[src/rtl/qspi_pkg.sv]
// Shared QSPI command encodings: opcodes, qspi_fsm cfg templates, op types and sequencer state types.
// Pure declarations; no timing and no flow control of its own.
package qspi_pkg;

  typedef enum logic [1:0] {
    OP_READ         = 2'd0,
    OP_PROGRAM      = 2'd1,
    OP_SECTOR_ERASE = 2'd2,
    OP_RDID         = 2'd3
  } op_type_e;

  localparam logic [7:0] OPC_READ = 8'h03;
  localparam logic [7:0] OPC_PP   = 8'h02;
  localparam logic [7:0] OPC_SE   = 8'h20;
  localparam logic [7:0] OPC_RDID = 8'h9F;
  localparam logic [7:0] OPC_WREN = 8'h06;
  localparam logic [7:0] OPC_RDSR = 8'h05;

  // cfg: [1:0] cmd lanes, [3:2] addr lanes, [5:4] data lanes, [7:6] addr bytes,
  // [8] mode en, [12:9] dummy, [13] dir (1 = read)
  localparam logic [15:0] CFG_WREN    = 16'h0000;
  localparam logic [15:0] CFG_READ    = 16'h2040;
  localparam logic [15:0] CFG_RDID    = 16'h2000;
  localparam logic [15:0] CFG_ADDR_WR = 16'h0040;
  localparam logic [15:0] CFG_RDSR    = 16'h2000;

  localparam logic [31:0] RDID_BYTES = 32'd3;
  localparam logic [31:0] RDSR_BYTES = 32'd1;

  typedef enum logic [2:0] {
    ST_IDLE,
    ST_WREN,
    ST_MAIN,
    ST_POLL,
    ST_GAP,
    ST_FIN
  } seq_state_e;

  typedef enum logic [1:0] {
    PH_SETUP,
    PH_ISSUE,
    PH_WAIT
  } seq_phase_e;

  typedef struct packed {
    logic [7:0]  opc;
    logic [15:0] cfg;
    logic [31:0] len;
  } cmd_t;

  // A page program must not wrap inside its 256-byte page.
  function automatic logic op_rejected(input op_type_e t, input logic [7:0] page_off,
                                       input logic [8:0] len);
    logic [9:0] end_off;
    logic       bad_len;
    end_off = {2'b00, page_off} + {1'b0, len};
    bad_len = (len == 9'd0) || (len > 9'd256);
    case (t)
      OP_READ:    op_rejected = bad_len;
      OP_PROGRAM: op_rejected = bad_len || (end_off > 10'd256);
      default:    op_rejected = 1'b0;
    endcase
  endfunction

  function automatic cmd_t cmd_for(input seq_state_e st, input op_type_e t,
                                   input logic [8:0] len);
    cmd_t c;
    c = '0;
    case (st)
      ST_WREN: begin
        c.opc = OPC_WREN;
        c.cfg = CFG_WREN;
      end
      ST_POLL: begin
        c.opc = OPC_RDSR;
        c.cfg = CFG_RDSR;
        c.len = RDSR_BYTES;
      end
      ST_MAIN: begin
        case (t)
          OP_READ: begin
            c.opc = OPC_READ;
            c.cfg = CFG_READ;
            c.len = {23'd0, len};
          end
          OP_PROGRAM: begin
            c.opc = OPC_PP;
            c.cfg = CFG_ADDR_WR;
            c.len = {23'd0, len};
          end
          OP_SECTOR_ERASE: begin
            c.opc = OPC_SE;
            c.cfg = CFG_ADDR_WR;
          end
          default: begin
            c.opc = OPC_RDID;
            c.cfg = CFG_RDID;
            c.len = RDID_BYTES;
          end
        endcase
      end
      default: c = '0;
    endcase
    return c;
  endfunction

endpackage

[src/rtl/qspi_op_seq.sv]
// Flash operation sequencer: expands READ/PROGRAM/ERASE/RDID into WREN, main and RDSR-poll commands for qspi_fsm.
// Latency req->first start is 2 cycles; each command waits for qspi_fsm done, new req only taken in IDLE.
module qspi_op_seq
  import qspi_pkg::*;
#(
  parameter int unsigned POLL_MAX = 50000,
  parameter int unsigned GAP_CYC  = 4
) (
  input  logic        clk,
  input  logic        rst,
  input  logic        req,
  input  logic [1:0]  op_type,
  input  logic [23:0] op_addr,
  input  logic [8:0]  op_len,
  output logic        busy,
  output logic        op_done,
  output logic        op_err,
  output logic [7:0]  last_sr,
  output logic        start,
  output logic [15:0] cmd_cfg,
  output logic [15:0] cmd_op,
  output logic [31:0] cmd_addr,
  output logic [7:0]  cmd_dummy,
  output logic [31:0] cmd_len,
  input  logic        done,
  input  logic        rx_wen,
  input  logic [7:0]  rx_data_fifo
);

  localparam int unsigned PCW = (POLL_MAX > 1) ? $clog2(POLL_MAX + 1) : 1;
  localparam int unsigned GCW = (GAP_CYC > 1) ? $clog2(GAP_CYC) : 1;
  localparam logic [PCW-1:0] POLL_LAST = PCW'(POLL_MAX);
  localparam logic [GCW-1:0] GAP_LAST  = (GAP_CYC > 0) ? GCW'(GAP_CYC - 1) : '0;

  seq_state_e state_q, state_d;
  seq_phase_e phase_q, phase_d;
  seq_state_e gap_nxt_q, gap_nxt_d;
  logic       err_q, err_d;

  op_type_e   req_type;
  op_type_e   op_type_q;
  logic [23:0] op_addr_q;
  logic [8:0]  op_len_q;
  logic        multi_step;

  logic [GCW-1:0] gap_cnt_q;
  logic [PCW-1:0] poll_cnt_q;
  logic [PCW-1:0] poll_cnt_inc;
  logic           sr_got_q;
  logic [7:0]     last_sr_q;
  logic [7:0]     sr_now;
  cmd_t           cmd_q;
  logic           accept;
  logic           load_cmd;
  logic           cmd_state_d;

  assign req_type     = op_type_e'(op_type);
  assign accept       = (state_q == ST_IDLE) && req;
  assign multi_step   = (op_type_q == OP_PROGRAM) || (op_type_q == OP_SECTOR_ERASE);
  assign poll_cnt_inc = poll_cnt_q + PCW'(1);
  // Status used for the WIP decision, including a byte arriving together with done.
  assign sr_now       = (rx_wen && !sr_got_q) ? rx_data_fifo : last_sr_q;

  always_ff @(posedge clk or posedge rst) begin
    if (rst) begin
      state_q   <= ST_IDLE;
      phase_q   <= PH_SETUP;
      gap_nxt_q <= ST_MAIN;
      err_q     <= 1'b0;
    end else begin
      state_q   <= state_d;
      phase_q   <= phase_d;
      gap_nxt_q <= gap_nxt_d;
      err_q     <= err_d;
    end
  end

  always_comb begin
    state_d   = state_q;
    phase_d   = phase_q;
    gap_nxt_d = gap_nxt_q;
    err_d     = err_q;
    case (state_q)
      ST_IDLE: begin
        if (req) begin
          if (op_rejected(req_type, op_addr[7:0], op_len)) begin
            state_d = ST_FIN;
            err_d   = 1'b1;
          end else begin
            state_d = ((req_type == OP_PROGRAM) || (req_type == OP_SECTOR_ERASE)) ?
                      ST_WREN : ST_MAIN;
            phase_d = PH_SETUP;
            err_d   = 1'b0;
          end
        end
      end
      ST_WREN, ST_MAIN, ST_POLL: begin
        case (phase_q)
          PH_SETUP: phase_d = PH_ISSUE;
          PH_ISSUE: phase_d = PH_WAIT;
          default: begin
            if (done) begin
              if (state_q == ST_WREN) begin
                state_d   = ST_GAP;
                gap_nxt_d = ST_MAIN;
              end else if (state_q == ST_MAIN) begin
                if (multi_step) begin
                  state_d   = ST_GAP;
                  gap_nxt_d = ST_POLL;
                end else begin
                  state_d = ST_FIN;
                  err_d   = 1'b0;
                end
              end else if (!sr_now[0]) begin
                state_d = ST_FIN;
                err_d   = 1'b0;
              end else if (poll_cnt_inc == POLL_LAST) begin
                state_d = ST_FIN;
                err_d   = 1'b1;
              end else begin
                state_d   = ST_GAP;
                gap_nxt_d = ST_POLL;
              end
            end
          end
        endcase
      end
      ST_GAP: begin
        if (gap_cnt_q == GAP_LAST) begin
          state_d = gap_nxt_q;
          phase_d = PH_ISSUE;
        end
      end
      ST_FIN: begin
        state_d = ST_IDLE;
        phase_d = PH_SETUP;
      end
      default: begin
        state_d = ST_IDLE;
        phase_d = PH_SETUP;
      end
    endcase
  end

  always_comb begin
    busy    = 1'b0;
    start   = 1'b0;
    op_done = 1'b0;
    op_err  = 1'b0;
    case (state_q)
      ST_WREN, ST_MAIN, ST_POLL: begin
        busy  = 1'b1;
        start = (phase_q == PH_ISSUE);
      end
      ST_GAP: busy = 1'b1;
      ST_FIN: begin
        op_done = 1'b1;
        op_err  = err_q;
      end
      default: busy = 1'b0;
    endcase
  end

  assign cmd_state_d = (state_d == ST_WREN) || (state_d == ST_MAIN) || (state_d == ST_POLL);
  // Command registers load on entry to the issue sub-phase and hold through the wait.
  assign load_cmd    = cmd_state_d && (phase_d == PH_ISSUE) && (phase_q != PH_ISSUE);

  always_ff @(posedge clk or posedge rst) begin
    if (rst) begin
      op_type_q  <= OP_READ;
      op_addr_q  <= '0;
      op_len_q   <= '0;
      gap_cnt_q  <= '0;
      poll_cnt_q <= '0;
      sr_got_q   <= 1'b0;
      last_sr_q  <= '0;
      cmd_q      <= '0;
    end else begin
      if (accept) begin
        op_type_q  <= req_type;
        op_addr_q  <= op_addr;
        op_len_q   <= op_len;
        poll_cnt_q <= '0;
      end
      gap_cnt_q <= (state_q == ST_GAP) ? gap_cnt_q + GCW'(1) : '0;
      if (load_cmd) begin
        cmd_q <= cmd_for(state_d, op_type_q, op_len_q);
      end
      if (state_q == ST_POLL) begin
        if (phase_q == PH_ISSUE) begin
          sr_got_q <= 1'b0;
        end else if (phase_q == PH_WAIT) begin
          if (rx_wen && !sr_got_q) begin
            last_sr_q <= rx_data_fifo;
            sr_got_q  <= 1'b1;
          end
          if (done && sr_now[0]) begin
            poll_cnt_q <= poll_cnt_inc;
          end
        end
      end
    end
  end

  assign last_sr   = last_sr_q;
  assign cmd_op    = {8'h00, cmd_q.opc};
  assign cmd_cfg   = cmd_q.cfg;
  assign cmd_len   = cmd_q.len;
  assign cmd_addr  = {8'h00, op_addr_q};
  assign cmd_dummy = 8'h00;

endmodule

[config.mk]
export PLATFORM = sky130hd
export DESIGN_NAME = qspi_op_seq
export DESIGN_NICKNAME = d
export VERILOG_FILES = /design/src/rtl/qspi_pkg.sv /design/src/rtl/qspi_op_seq.sv
export SDC_FILE = /design/constraint.sdc
export NUM_CORES = 1
export LEC_CHECK = 0
export CORE_UTILIZATION = 45
export DETAILED_ROUTE_END_ITERATION = 6
export PLACE_DENSITY = 0.82
export SLEW_MARGIN = 15
export SYNTH_ARGS = -nofsm -noshare
export SYNTH_HDL_FRONTEND = slang
export SYNTH_SLANG_ARGS = --single-unit
[constraint.sdc]
create_clock -name clk -period 4.7 [get_ports clk]
set_input_delay 1.175 -clock clk [delete_from_list [all_inputs] [get_ports clk]]
set_output_delay 1.175 -clock clk [all_outputs]
set_load 0.02 [all_outputs]
=== Yosys cells after proc, flatten, opt, wreduce, memory -nomap -nowiden ===
Index checks and enable logic that the tools add are counted.
Widths: inputs -> output; s select.

* Output and inout bits: 116
* Register bits after elaboration: 127

* Magnitude comparators: 2
* Bitwise operators: 2
* Add/sub/neg operators: 3
* Multiplexer cells: 53
* Reduce and logical (&&, ||, !) cells: 30
* Equal/unequal tests: 26

{| class="wikitable"
|+ Operators with widths
! cell !! count
|-
| $pmux 24 s3 || 2
|-
| $mux 16 || 5
|-
| $mux 3 || 12
|-
| $pmux 9 s2 || 2
|-
| $mux 1 || 22
|-
| $add 16x1->16 const B || 1
|-
| $eq 16x16->1 const B || 1
|-
| $eq 3x2->1 const B || 4
|-
| $add 8x9->10 || 1
|-
| $gt 10x9->1 const B || 1
|-
| $mux 2 || 5
|-
| $gt 9x9->1 const B || 1
|-
| $logic_not 9->1 || 1
|-
| $ne 3x3->1 const B || 3
|-
| $pmux 3 s3 || 1
|-
| $eq 2x1->1 const B || 4
|-
| $eq 2x2->1 const B || 4
|-
| $ne 2x2->1 const B || 4
|-
| $reduce_and 7->1 || 1
|-
| $eq 3x1->1 const B || 2
|-
| $eq 3x3->1 const B || 2
|-
| $logic_not 2->1 || 3
|-
| $logic_or 1x1->1 || 6
|-
| $pmux 2 s3 || 1
|-
| other kinds (17) || 27
|}

=== Depth between registers and ports, before layout ===
Gate-level depths: netlist of run 1.

* Depth in word-level cells: 14
* Gate-level depth with buffers: 13
* Depth with buffers taken out: 12

=== Least setup slack after synthesis of run 1 ===
No wires, ideal clock.

* Kind: input to register
* Start point: in op_addr[0]
* End point: reg cmd_q (netlist bit cmd_cfg[6])
* Required time: 4578 ps
* Buffers on the path: 1
* Slack: 775 ps
* Cell stages on the path: 13
* Arrival time: 3803 ps
* Path through: ha_1 > inv_1 > fa_1 > nor2b_4 > o21a_1 > or3_1 > a211o_1 > o41ai_4 > a31oi_2 > nor4b_4 > o31ai_2 > buf_6 > a32o_1

* Elaborated cells on any way between the ends: 21

{| class="wikitable"
|+ RTL lines
! element !! RTL line !! text
|-
| start, declared || qspi_op_seq.sv:13 || <nowiki>input logic [23:0] op_addr,</nowiki>
|-
| $add 8x9->10 || qspi_pkg.sv:56 || <nowiki>end_off = {2'b00, page_off} + {1'b0, len};</nowiki>
|-
| $gt 10x9->1 || qspi_pkg.sv:60 || <nowiki>OP_PROGRAM: op_rejected = bad_len || (end_off > 10'd256);</nowiki>
|-
| $logic_or 1x1->1 || qspi_pkg.sv:60 ||
|-
| $pmux 1 s2 || qspi_pkg.sv:58 || <nowiki>case (t)</nowiki>
|-
| $mux 1 || qspi_op_seq.sv:85 || <nowiki>if (req) begin</nowiki>
|-
| $mux 1 || qspi_op_seq.sv:83 || <nowiki>case (state_q)</nowiki>
|-
| $mux 2 || qspi_op_seq.sv:86 || <nowiki>if (op_rejected(req_type, op_addr[7:0], op_len)) begin</nowiki>
|-
| $mux 2 || qspi_op_seq.sv:85 ||
|-
| $pmux 2 s3 || qspi_op_seq.sv:83 ||
|-
| via phase_d[1] || qspi_op_seq.sv:36 || <nowiki>seq_phase_e phase_q, phase_d;</nowiki>
|-
| $eq 2x1->1 || qspi_op_seq.sv:166 || <nowiki>assign load_cmd = cmd_state_d && (phase_d == PH_ISSUE) && (phase_q != PH_ISSUE);</nowiki>
|-
| $logic_and 1x1->1 (2 in series) || qspi_op_seq.sv:166 ||
|-
| end signal, assigned || qspi_op_seq.sv:187 || <nowiki>cmd_q <= cmd_for(state_d, op_type_q, op_len_q);</nowiki>
|-
| end, declared || qspi_op_seq.sv:52 || <nowiki>cmd_t cmd_q;</nowiki>
|}

The timed path passes the listed nets, and every way through them passes these cells. The select of a mux whose other input is x is not followed.
A chain may end at the register's enable or synchronous reset.

=== Final worst setup path of run 1 ===
* Start point: in op_len[0]
* End point: reg cmd_q (netlist bit cmd_op[0])

* Longest elaborated chain between the ends: 14
* Elaborated cells on any way between the ends: 24

{| class="wikitable"
|+ RTL lines
! element !! RTL line !! text
|-
| start, declared || qspi_op_seq.sv:14 || <nowiki>input logic [8:0] op_len,</nowiki>
|-
| $add 8x9->10 (tied with other cells) || qspi_pkg.sv:56 ||
|-
| $gt 10x9->1 or $logic_or 1x1->1 (tied branches) || qspi_pkg.sv:60, qspi_pkg.sv:57 ||
|-
| $logic_or 1x1->1 || qspi_pkg.sv:60 ||
|-
| $pmux 1 s2 * || qspi_pkg.sv:58 ||
|-
| $mux 1 * || qspi_op_seq.sv:85 ||
|-
| $mux 1 * || qspi_op_seq.sv:83 ||
|-
| $mux 3 || qspi_op_seq.sv:86 ||
|-
| $mux 3 || qspi_op_seq.sv:85 ||
|-
| $pmux 3 s3 || qspi_op_seq.sv:83 ||
|-
| $eq 3x1->1 or $eq 3x2->1 (tied branches) || qspi_pkg.sv:69, qspi_op_seq.sv:164 ||
|-
| $logic_or 1x1->1 (2 in series) || qspi_op_seq.sv:164 || <nowiki>assign cmd_state_d = (state_d == ST_WREN) || (state_d == ST_MAIN) || (state_d == ST_POLL);</nowiki>
|-
| $logic_and 1x1->1 (2 in series) || qspi_op_seq.sv:166 ||
|}

Mark *: on every way between the ends. The rest lies on a longest branch, timed or not. The select of a mux whose other input is x is not followed.

==> results of run 1 <==
[Yosys cell counts, drive strengths merged (3+ instances only)]
cell type,number
a211oi,4
a21oi,21
a31oi,5
a32o,4
and2,7
and3,10
buf,71
clkbuf,16
dfrtp,84
ha,21
inv,28
mux2,8
mux2i,9
nand2,125
nand3,16
nand4,4
nor2,26
nor2b,4
nor3,8
nor3b,6
nor4,6
o21a,3
o21ai,44
o2bb2ai,3
o31ai,8
o41ai,5
xor2,5
[metrics by stage]
step                hold slack, ps  setup TNS (ps)  util (%)  total power, W
floorplan                      407               0         -         0.00220
global placement               418               0      54.8         0.00270
detailed placement             433            -411      54.8         0.00275
CTS                            441               0      57.7         0.00351
global route                   461               0      57.9         0.00374
finish                         433               0      57.9         0.00350
[metal layers]
layer	up-vias	track usage (%)	routed length [um]
met5	-	0	0
met4	0	6.10	105
met3	10	4.62	790
met2	177	33.3	5790
met1	2094	26.8	5280
li1	2064	-	-
[cells by family (layout without fill, tap and decap cells)]
logic type	after synthesis	in the layout	synth area share, %
simple gates	227	227	21.3
fa+ha+maj	22	22	5.46
other cells	1	62	0.0724
compound gates	112	112	14.5
mux	17	17	3.48
flops	84	84	40.6
buf+inv	115	152	13.6
xor+xnor	6	6	1.01
[flip-flops by register name, indices dropped and copies added (netlist names)]
signal / cells
op_addr_q: 24
poll_cnt_q: 16
cmd_len: 9
op_len_q: 9
last_sr: 8
cmd_op: 5
state_q: 3
gap_cnt_q: 2
op_type_q: 2
phase_q: 2
cmd_cfg: 1
err_q: 1
gap_nxt_q: 1
sr_got_q: 1
[power breakdown]
part,internal (W),leakage [nW],switching [W],total [W]
combinational,0.000682,1.74,0.000911,0.00159
sequential,0.000967,1.09,0.000191,0.00116
clock,0.000428,0.150,0.000322,0.000750
[final timing paths]
check / cells after the start / to / slack, ps / start
max in group asynchronous: 3 / gap_cnt_q[1] / 2760 / rst
worst max register to register: 9 / cmd_len[5] / 1610 / poll_cnt_q[0]
worst max-delay path: 13 / cmd_op[0] / 330 / op_len[0]
worst min-delay path: 1 / gap_cnt_q[0] / 430 / gap_cnt_q[0]
min in group asynchronous: 2 / op_addr_q[10] / 1140 / rst
worst min register to register: 1 / gap_cnt_q[0] / 430 / gap_cnt_q[0]
[critical path: stages]
cell	delay, ps
clkdlybuf4s50_1	490
ha_1	240
inv_1	70
fa_1	240
nor2b_4	60
o21a_1	190
or3_1	310
a211o_1	360
nor4_2	330
o21ai_1	180
nor4b_4	390
o31ai_4	260
a22o_1	300
[layout make-up]
| class | count | area (sq um) | share of cell area, % |
|---|---|---|---|
| well taps | 140 | 175 | 2.74 |
| clock inverters | 7 | 95.1 | 1.49 |
| repair buffers | 108 | 1060 | 16.7 |
| multi-input cells | 446 | 2620 | 41.0 |
| flip-flops and latches | 84 | 2100 | 32.9 |
| inverters | 28 | 106 | 1.67 |
| clock buffers | 9 | 225 | 3.53 |
==> impl_metrics.tcl, run 1 <==
set metrics [dict create \
    status "finished clean" \
    hpwl_mm 8.72 \
    postCtsSetupRepairBufs 0 \
    first_iter_violations 419 \
    crit_path_start_kind "input pin" \
    final_cell_mix "nand2_1, clkdlybuf4s50_1, dfrtp_1, conb_1, o21ai_0" \
    drc 0 \
    worstSetupPathType "in2reg" \
    setup_ws_ps 332 \
    port_buffers 101 \
    cts_sinks 84 \
    worstSkewPairLatency_ps 340 \
    io_pins 164 \
    synth_top_cell_by_area "dfrtp_1" \
    n_fill_cell 957 \
    clockBufferDepth 2 \
    dp_cells 806 \
    num_antenna_cells 0 \
    rsz0062_at_grt "no" \
    synthToLayoutAreaGrowth_pct 23.2 \
    wl_per_cell_um 14.6 \
    timing.final.crit_share_pct 92.9 \
    syn_inst 584 \
    fin_crit_ps 4370 \
    holdBufCountCts 0 \
    cts-root-buf "clkbuf_16" \
    via_per_inst 5.29 \
    synth_area_leaders "dfrtp_1, buf_4, nand2_1" \
    p_per_area_nw_per_um2 549 \
    h-tree-depth 3 \
    die_x_um 109 \
    vias 4345 \
    arrival_ps 4590 \
    worst_slew_pin_slew_ps 937 \
    layout.cells.non_filler 822 \
    finalInstanceArea_sq_um 6380 \
    pre_cts_slack_ps -77.2 \
    drtPass1Iterations 5 \
    slew_violations 0 \
    grtUsageTotal_pct 20.3 \
    grt_pass1_wl_mm 19.2 \
    setup_viol 0 \
    ir_worst_vdd_mv 0.283 \
    slew_headroom_pct 37.5 \
    drive_gt1_share_pct 6.60 \
    max_freq_ghz 0.229 \
    endpoint_kind "flip-flop" \
    cp.required_ps 4930 \
    cts_buffers 9 \
    grt-ovfl-total 0 \
    grt_pass1_vias 4119 \
    min_path_type "reg2reg" \
    cts_tree "done" \
    leakage_nw 2.98 \
    wl_mm 12.0 \
    gp_congestion 0.902 \
    layout_commonest_cell "nand2_1" \
    grt_max_degree 41 \
    yosys.cell_types.count 61 \
    synth_area_sq_um 5180 \
    skew_ps 6.00 \
    clk_pin_slew_worst_paths_ps 70 \
    nNetsFinal 747 \
    post_cts_resized 0 \
    synth-seq-area-share_pct 40.6 \
    async_flop_share_pct 100 \
    ys.warnings.count 0 \
    dieArea_sq_um 11900 \
    rows 38 \
    antenna_found_initial 0 \
    ys.flop_type "dfrtp_1" \
    drv_cap 0 \
    drt.antenna.violating_nets 0 \
    start_util_pct 47.0 \
    die_h_um 109 \
    synth_edf_count 0 \
    dpl_cell_area_sq_um 6050 \
    synthDominantCellAreaShare_pct 40.6 \
    avgSynthCellArea_sq_um 8.87 \
    final-hold-violation-count 0 \
    core_region_area_sq_um 11000 \
    ys_ff_latch 84 \
    path_max_fanout 14 \
]
Note: power is estimated with default switching activity, not from simulation.
==> run 2, diff against run 1 <==
--- a/config.mk
+++ b/config.mk
@@ -5,8 +5,10 @@
 export SDC_FILE = /design/constraint.sdc
 export NUM_CORES = 1
 export LEC_CHECK = 0
+export ABC_AREA = 0
 export CORE_UTILIZATION = 45
 export DETAILED_ROUTE_END_ITERATION = 6
+export HOLD_SLACK_MARGIN = 0.15
 export PLACE_DENSITY = 0.82
 export SLEW_MARGIN = 15
 export SYNTH_ARGS = -nofsm -noshare
==> results of run 2 <==
The final DEF is identical to that of run 1; final timing and power are the same.
==> run 3, diff against run 2 <==
--- a/config.mk
+++ b/config.mk
@@ -9,7 +9,7 @@
 export CORE_UTILIZATION = 45
 export DETAILED_ROUTE_END_ITERATION = 6
 export HOLD_SLACK_MARGIN = 0.15
-export PLACE_DENSITY = 0.82
+export PLACE_DENSITY = 0.86
 export SLEW_MARGIN = 15
 export SYNTH_ARGS = -nofsm -noshare
 export SYNTH_HDL_FRONTEND = slang
==> constraint.sdc (replaced) <==
create_clock -name clk -period 4.1 [get_ports clk]
set_input_delay 1.025 -clock clk [delete_from_list [all_inputs] [get_ports clk]]
set_output_delay 1.025 -clock clk [all_outputs]
set_load 0.02 [all_outputs]
==> run 3 against run 2 <==
Global-route usage increased by 1.8 points; via count increased by 3.5%; sequential power increased by 15%; utilization increased by 2.4 points; critical endpoint unchanged.
==> impl_metrics.tcl, run 3 (synthesized netlist as in run 1, its figures left out) <==
set metrics [dict create \
    timing.rr.start "poll_cnt_q[0]" \
    holdPathEnd "gap_cnt_q[0]" \
    dieArea_sq_um 11900 \
    drt.antenna.violating_nets 0 \
    largest_reg_flops 24 \
    crit_path_start_kind "input pin" \
    wl_mm 12.8 \
    cts-root-buf "clkbuf_16" \
    fin_util_pct 60.3 \
    gp_congestion 0.881 \
    drive_gt1_share_pct 11.4 \
    clk_pin_slew_worst_paths_ps 70 \
    num_antenna_cells 0 \
    hpwl_mm 9.17 \
    cts_sinks 84 \
    drv_cap 0 \
    synthToLayoutAreaGrowth_pct 28.3 \
    port_buffers 101 \
    leakage_nw 3.13 \
    whs_path_depth 1 \
    first_iter_violations 381 \
    die_x_um 109 \
    grt_max_degree 47 \
    drc 0 \
    p_seq_share_pct 32.2 \
    rows 38 \
    grt-ovfl-total 0 \
    slew_violations 0 \
    die_h_um 109 \
    vias 4499 \
    endpoint_kind "flip-flop" \
    p_int_w 0.00245 \
    layout_commonest_cell "nand2_1" \
    grtUsageTotal_pct 22.2 \
    pwr-share-comb_pct 47.4 \
    fin_crit_ps 4020 \
    worstSkewPairLatency_ps 340 \
    grt_pass1_vias 4437 \
    arrival_ps 4250 \
    ir_worst_vdd_mv 0.380 \
    slew_headroom_pct 45.6 \
    io_pins 164 \
    antenna_found_initial 0 \
    rr_worst_depth 10 \
    status "finished clean" \
    wl_per_cell_um 15.0 \
    p_sw_w 0.00168 \
    final_cell_mix "nand2_1, clkdlybuf4s50_1, dfrtp_1, conb_1" \
    worst_slew_pin_slew_ps 816 \
    start_util_pct 47.0 \
    worstSetupPathType "in2reg" \
    grt_pass1_wl_mm 20.6 \
    min_path_type "reg2reg" \
    r2r_slack_ps 1000 \
    via_per_inst 5.27 \
    holdCritStartpoint "gap_cnt_q[0]" \
    timing.rr.end "cmd_op[5]" \
    core_region_area_sq_um 11000 \
    setup_viol 0 \
    clockBufferDepth 2 \
    skew_ps 4.23 \
    sw_frac_of_total_pct 40.6 \
    clkPwrFrac_pct 20.4 \
    largest-register "op_addr_q" \
    path_max_fanout 3 \
    whs_ps 444 \
    timing.final.crit_share_pct 98.1 \
    h-tree-depth 3 \
    final-hold-violation-count 0 \
    cts_tree "done" \
    reg.largest.list "op_addr_q x24, poll_cnt_q x16" \
    cts_buffers 9 \
    n_fill_cell 917 \
    cp.required_ps 4330 \
    nNetsFinal 778 \
    max_freq_ghz 0.249 \
    p_per_area_nw_per_um2 621 \
    drtPass1Iterations 5 \
]
==> run 3: what timing repair did <==
action | CTS | global route
resized for setup | 9 | 3
pin swaps | 7 | 4
hold endpoints to repair | 0 | 0
hold buffers | 0 | 0
buffers inserted | 4 | 0
setup endpoints to repair | 7 | 15
==> run 3: routing by layer <==
metal / part of all wire, % / routed length (um) / GRT usage, % / up-vias
met5: 0 / 0 / 0 / -
met4: 2.1 / 275 / 9.71 / 0
met3: 5.2 / 668 / 4.74 / 24
met2: 51 / 6550 / 37.9 / 190
met1: 41 / 5320 / 26.9 / 2164
li1: - / - / - / 2121
==> run 3: power by group through the flow <==
stage	sequential [W]	clock, W	combinational (W)
2_1_floorplan	0.00149	0	0.00102
3_3_place_gp	0.00132	0	0.00182
3_5_place_dp	0.00133	0	0.00189
4_1_cts	0.00133	0.000849	0.00196
5_1_grt	0.00136	0.000888	0.00212
6_report	0.00133	0.000840	0.00196
==> run 3: worst max path at each step <==
stage | start | endpoint | slack, ps | cells after the start
2_1_floorplan | op_addr[0] | cmd_cfg[6] | 330 | 13
3_3_place_gp | op_addr[0] | cmd_op[2] | -260 | 14
3_5_place_dp | op_addr[0] | cmd_op[2] | -380 | 14
4_1_cts | op_addr[2] | cmd_len[0] | 40 | 12
5_1_grt | op_len[1] | cmd_len[8] | -10 | 12
6_report | op_len[1] | cmd_op[0] | 80 | 12
==> run 3: final cells by class <==
cell class | count | area, sq um | area share (%)
Tap cell | 140 | 175 | 2.64
Multi-Input combinational cell | 446 | 2650 | 39.8
Clock inverter | 7 | 82.6 | 1.24
Sequential cell | 84 | 2100 | 31.6
Timing Repair Buffer | 139 | 1310 | 19.7
Inverter | 28 | 106 | 1.60
Clock buffer | 9 | 225 | 3.39
==> run 3: through the flow <==
stage | cell area, sq um | worst slack, ps | std cells | setup TNS, ps | power [W]
floorplan | 5410 | 325 | 645 | 0 | 0.00252
global placement | 6260 | -257 | 833 | -3220 | 0.00314
detailed placement | 6260 | -378 | 833 | -5030 | 0.00322
CTS | 6630 | 41.4 | 853 | 0 | 0.00413
global route | 6650 | -12.2 | 853 | -65.7 | 0.00437
finish | 6650 | 79.4 | 853 | 0 | 0.00413
==> run 3: worst max-delay path: stages <==
cell and delay (ps):
clkdlybuf4s50_1 470, ha_1 350, a211oi_4 320, nor2_1 140, xor2_1 160, a211o_1 340, o41ai_4 400, a31oi_4 160
nor4b_4 330, o31ai_4 160, buf_4 170, a22o_1 210
